===== src/rtl/led_sequencer.sv =====
// Debounced start/stop buttons drive a timed one-hot walk across NUM_LEDS
// outputs, followed by an all-off dwell with optional looping.
module led_sequencer #(
  parameter int          NUM_LEDS       = 4,
  parameter int          CNT_W          = 32,
  parameter int unsigned ON_TICKS       = 100000000,
  parameter int unsigned OFF_TICKS      = 500000000,
  parameter int unsigned DEBOUNCE_TICKS = 1000000
) (
  input  logic                        clk,
  input  logic                        reset,
  input  logic                        start_n,
  input  logic                        stop_n,
  input  logic                        loop_en,
  input  logic                        dir,
  output logic [NUM_LEDS-1:0]         leds,
  output logic [$clog2(NUM_LEDS)-1:0] step_idx,
  output logic                        busy,
  output logic                        done
);

  localparam int IDX_W = $clog2(NUM_LEDS);
  localparam logic [CNT_W-1:0] ON_LAST  = CNT_W'(ON_TICKS - 1);
  localparam logic [CNT_W-1:0] OFF_LAST = CNT_W'(OFF_TICKS - 1);
  localparam logic [CNT_W-1:0] DEB_LAST = CNT_W'(DEBOUNCE_TICKS - 1);
  localparam logic [IDX_W-1:0] IDX_MAX  = IDX_W'(NUM_LEDS - 1);

  typedef enum logic [1:0] {IDLE, STEP, OFF} state_t;

  // Button index 0 is start, index 1 is stop.
  logic [1:0]       sync1_q, sync2_q, stable_q, stable_d, press_q, press_d;
  logic [CNT_W-1:0] debCnt_q [2];
  logic [CNT_W-1:0] debCnt_d [2];

  state_t            state_q, state_d;
  logic [IDX_W-1:0]  stepIdx_q, stepIdx_d;
  logic [CNT_W-1:0]  timer_q, timer_d;
  logic [NUM_LEDS-1:0] leds_q, leds_d;
  logic              busy_q, busy_d, done_q, done_d, dirLat_q, dirLat_d;
  logic              startP, stopP;

  always_ff @(posedge clk or negedge reset) begin
    if (!reset) begin
      sync1_q     <= '1;
      sync2_q     <= '1;
      stable_q    <= '1;
      press_q     <= '0;
      debCnt_q[0] <= '0;
      debCnt_q[1] <= '0;
    end else begin
      sync1_q     <= {stop_n, start_n};
      sync2_q     <= sync1_q;
      stable_q    <= stable_d;
      press_q     <= press_d;
      debCnt_q[0] <= debCnt_d[0];
      debCnt_q[1] <= debCnt_d[1];
    end
  end

  // A level is accepted only after DEBOUNCE_TICKS consecutive differing samples.
  always_comb begin
    for (int i = 0; i < 2; i++) begin
      stable_d[i] = stable_q[i];
      press_d[i]  = 1'b0;
      debCnt_d[i] = '0;
      if (sync2_q[i] != stable_q[i]) begin
        if (debCnt_q[i] == DEB_LAST) begin
          stable_d[i] = ~stable_q[i];
          press_d[i]  = stable_q[i];
        end else begin
          debCnt_d[i] = debCnt_q[i] + CNT_W'(1);
        end
      end
    end
  end

  assign startP = press_q[0];
  assign stopP  = press_q[1];

  always_ff @(posedge clk or negedge reset) begin
    if (!reset) begin
      state_q   <= IDLE;
      stepIdx_q <= '0;
      timer_q   <= '0;
      leds_q    <= '0;
      busy_q    <= 1'b0;
      done_q    <= 1'b0;
      dirLat_q  <= 1'b0;
    end else begin
      state_q   <= state_d;
      stepIdx_q <= stepIdx_d;
      timer_q   <= timer_d;
      leds_q    <= leds_d;
      busy_q    <= busy_d;
      done_q    <= done_d;
      dirLat_q  <= dirLat_d;
    end
  end

  always_comb begin
    state_d   = state_q;
    stepIdx_d = stepIdx_q;
    timer_d   = timer_q;
    dirLat_d  = dirLat_q;
    done_d    = 1'b0;
    case (state_q)
      IDLE: begin
        stepIdx_d = '0;
        timer_d   = '0;
        if (startP && !stopP) begin
          state_d   = STEP;
          dirLat_d  = dir;
          stepIdx_d = dir ? IDX_MAX : '0;
        end
      end
      STEP: begin
        if (stopP) begin
          state_d   = OFF;
          stepIdx_d = '0;
          timer_d   = '0;
        end else if (timer_q == ON_LAST) begin
          timer_d = '0;
          if (stepIdx_q == (dirLat_q ? '0 : IDX_MAX)) begin
            state_d   = OFF;
            stepIdx_d = '0;
          end else begin
            stepIdx_d = dirLat_q ? stepIdx_q - IDX_W'(1) : stepIdx_q + IDX_W'(1);
          end
        end else begin
          timer_d = timer_q + CNT_W'(1);
        end
      end
      OFF: begin
        stepIdx_d = '0;
        if (timer_q == OFF_LAST) begin
          done_d  = 1'b1;
          timer_d = '0;
          if (loop_en) begin
            state_d   = STEP;
            stepIdx_d = dirLat_q ? IDX_MAX : '0;
          end else begin
            state_d = IDLE;
          end
        end else begin
          timer_d = timer_q + CNT_W'(1);
        end
      end
      default: state_d = IDLE;
    endcase
    leds_d = (state_d == STEP) ? (NUM_LEDS'(1) << stepIdx_d) : '0;
    busy_d = (state_d != IDLE);
  end

  assign leds     = leds_q;
  assign step_idx = stepIdx_q;
  assign busy     = busy_q;
  assign done     = done_q;

endmodule


===== config.mk =====
export PLATFORM = sky130hd
export DESIGN_NAME = led_sequencer
export DESIGN_NICKNAME = d
export VERILOG_FILES = /design/src/rtl/led_sequencer.sv
export SDC_FILE = /design/constraint.sdc
export NUM_CORES = 1
export LEC_CHECK = 0
export CAP_MARGIN = 15
export CORE_MARGIN = 3
export CORE_UTILIZATION = 45
export DETAILED_ROUTE_END_ITERATION = 10
export PLACE_DENSITY_LB_ADDON = 0.08
export SYNTH_ARGS = -nofsm -noshare
export SYNTH_HDL_FRONTEND = slang
export SYNTH_SLANG_ARGS = --single-unit

===== constraint.sdc =====
create_clock -name clk -period 3 [get_ports clk]
set_input_delay 0.9 -clock clk [delete_from_list [all_inputs] [get_ports clk]]
set_output_delay 0.9 -clock clk [all_outputs]
set_load 0.03 [all_outputs]

==> impl_metrics.yaml <==
outcome:
  status: "completed"
pwr:
  p_total_mw: 3.510
  comb_power_share_pct: 2.0
  power_frac_seq_pct: 44.8
  power_density_nw_per_um2: 512.4
  switching_power_mw: 0.7353
  p_int_mw: 2.775
  ir_worst_vdd_uv: 370.3
  p_leak_nw: 2.777
  clock_power_share_pct: 53.2
  p_sw_share_pct: 20.95
routing:
  dr.max_layer_used: "met4"
  m1WireLength_um: 5965
  drc: 0
  wl_met3_um: 411
  drtAntennaViolNets: 0
  via_per_inst: 5.504
  wl_per_cell_um: 14.85
  wl_met2_um: 6059
  finalWirelength_um: 12590
  vias: 4667
  drt_iter0_drc: 353
  first_pass_iters: 4
logic_synthesis:
  yosysWarnings: 0
  synth_ff_type: "dfrtp_1"
  netlist-cell-type-count: 52
  syn_area_per_cell_um2: 9.280
  synth_nets: 651
  synth_cells: 638
  synthArstFlopShare_pct: 100.0
  synth_seq_cells: 115
  syn_area_um2: 5921
  synth_edf_count: 0
  seq_area_frac_synth_pct: 48.73
floorplan:
  fp.dieH_um: 120.7
  die_w_um: 120.7
  ios: 14
  die-area_um2: 14570
  core_um2: 12720
  initial_utilization_pct: 46.54
  fp-row-count: 41
worst_setup_path:
  path_cells: "nor4b_1, nand4_1, o21ai_1, a21oi_2, a21oi_1, o21ai_0"
  path_buf_inv: 0
  arrival_ps: 2960
  slowest_delay_ps: 570
  crit_family: "compound AO/OA/AOI/OAI gates"
  crit_path_top_delay_cell: "o21ai_1"
  crit_fanout: 18
  start_kind: "register"
  worstSetupEndpointType: "register"
  cp_data_required_time_ps: 3290
  crit_type: "reg -> reg"
timing:
  fin_crit_sh_pct: 88.91
  period_needed_ps: 2667
  hold_slack_ps: 356.0
  rsz0062_at_grt: "no"
  drv_slew: 0
  skew_ps: 6.010
  maxSlewHeadroom_pct: 38.08
  hold_viol: 0
  max_freq_mhz: 374.9
  tightest_slew_ps: 928.9
  finalSetupViolations: 0
  tns_ps: 0
final_layout:
  area_growth_pct: 15.70
  drive_gt1_share_pct: 8.876
  seq_area_um2: 2885
  stdcell_area_um2: 6850
  diodes: 0
  nFillCells: 1201
  fin_cells: 848
  multiInputGateArea_um2: 2869
  finalNetCount: 676
cts:
  hold_buffers: 0
  cts.clk_slew.worst_paths_ps: 50
  cts_tree: "built"
  cts_resized: 0
  clockRootBuffer: "clkbuf_16"
  cts_buffer_depth: 2
  cts_post_setup_buffers_inserted: 0
  worstSkewPairLatency_ps: 410
  cts_buffers: 17
  cts-htree-levels: 4
  clock-sinks: 115
placed_design:
  post-dp-hpwl_um: 8494
  dpl_cell_area_um2: 6294
  globalplace.congestion: 0.8150
  dp_cells: 816
  io_buffers: 13
run:
  maxCapViolations: 0
grt:
  gr-total-overflow: 0
  grt_use_total_pct: 19.06
  antenna_found_initial: 0
  grt_max_degree: 44
  grt_pass1_vias: 4610
  grt_pass1_wl_um: 22190
hold_path:
  hold_class: "reg -> reg"
## registers in the layout (all words and copies together), names as in the netlist
register / cells
state_q: 2
done: 1
busy: 1
sync1_q: 2
debCnt_q: 64
timer_q: 32
stable_q: 2
press_q: 2
sync2_q: 2
dirLat_q: 1
step_idx: 2
leds: 4
## synth_stat cells (2+ instances only)
master,count,share of area [%]
dfrtp_1,109,46
and2_1,4,0.42
xor2_1,36,5.3
mux2i_1,9,1.5
nor2b_1,4,0.42
o211ai_1,2,0.25
nor4b_1,5,0.74
nand3_1,37,3.1
clkbuf_1,16,1.0
and4_1,12,1.8
or4_1,5,0.63
a21o_1,3,0.38
dfstp_2,6,2.7
a31oi_1,2,0.21
a211oi_1,9,1.1
ha_1,7,1.5
nor3b_1,4,0.51
xnor2_1,26,3.8
nand4_1,23,2.4
or2_2,3,0.32
o21ai_0,35,3.0
nand2_1,57,3.6
nor3_1,9,0.76
a21oi_1,18,1.5
o21ai_1,2,0.17
nand4b_1,2,0.30
or3_1,15,1.6
and3_1,19,2.0
o31ai_1,2,0.25
nand2b_1,2,0.21
o21a_1,3,0.38
nor2_1,94,6.0
nor4_1,14,1.5
mux2_2,2,0.38
inv_1,25,1.6
## worst reg2reg max path, stage by stage, from the launching register on
cell and delay [ps]:
dfrtp_1 440, nor4b_1 440, nand4_1 400, o21ai_1 570, a21oi_2 370, a21oi_1 230
o21ai_0 100
## final timing paths
check / start / endpoint / slack (ps) / depth (start not counted)
min in group asynchronous: reset / dirLat_q / 470 / 1
max in group asynchronous: reset / sync1_q[0] / 1830 / 2
worst min-delay path: sync1_q[0] / sync2_q[0] / 360 / 0
worst max-delay path: timer_q[11] / timer_q[25] / 330 / 6
worst min register to register: sync1_q[0] / sync2_q[0] / 360 / 0
worst max register to register: timer_q[11] / timer_q[25] / 330 / 6
## metrics by stage
step	worst slack (ps)	util, %
floorplan	730.1	-
global placement	391.1	49.47
CTS	345.6	53.85
global route	155.1	53.85
finish	332.6	53.85
detailed placement	359.7	49.47
## routing by layer
metal | vias to the layer above | global-route usage, %
li1 | 2299 | -
met1 | 2289 | 24.68
met2 | 65 | 30.88
met3 | 14 | 5.566
met4 | 0 | 6.091
met5 | - | 0
## cell families (layout without fill, tap and decap cells)
group | count (synthesis) | after routing | share of synthesized area [%]
mux | 11 | 11 | 1.902
simple gates | 316 | 316 | 27.49
fa+ha+maj | 7 | 7 | 1.479
compound gates | 83 | 83 | 8.347
xor+xnor | 62 | 62 | 9.172
buf+inv | 44 | 82 | 2.874
flops | 115 | 115 | 48.73
## cell usage in the layout, fill, tap and decap left out, types with 5 or more instances in the layout
cell,netlist,routed
dfrtp_1,109,109
nor2_1,94,94
nand2_1,57,57
nand3_1,37,37
xor2_1,36,36
o21ai_0,35,35
xnor2_1,26,26
inv_1,25,25
nand4_1,23,23
and3_1,19,19
a21oi_1,18,17
clkbuf_16,0,17
or3_1,15,15
nor4_1,14,14
and4_1,12,12
clkdlybuf4s50_1,0,12
buf_4,1,12
a211oi_1,9,9
nor3_1,9,9
mux2i_1,9,9
ha_1,7,7
clkinv_2,0,6
dfstp_2,6,6
nor4b_1,5,5
or4_1,5,5
## area by class of cell
cell class              instances  share of cell area, %
well taps                     172                  3.142
inverters                      25                  1.370
multi-input cells             479                  41.88
clock inverters                10                  1.205
repair buffers                 25                  3.361
clock buffers                  22                  6.922
flip-flops and latches        115                  42.12
## power by group through the flow
stage	clock network, mW	registers, mW	logic (mW)
after floorplan	0	1.60	0.0217
after global placement	0	1.60	0.0716
after detailed placement	0	1.60	0.0720
after CTS	1.92	1.57	0.0725
after global routing	2.01	1.57	0.0808
final	1.87	1.57	0.0692
Note: power is estimated with default switching activity, not from simulation.
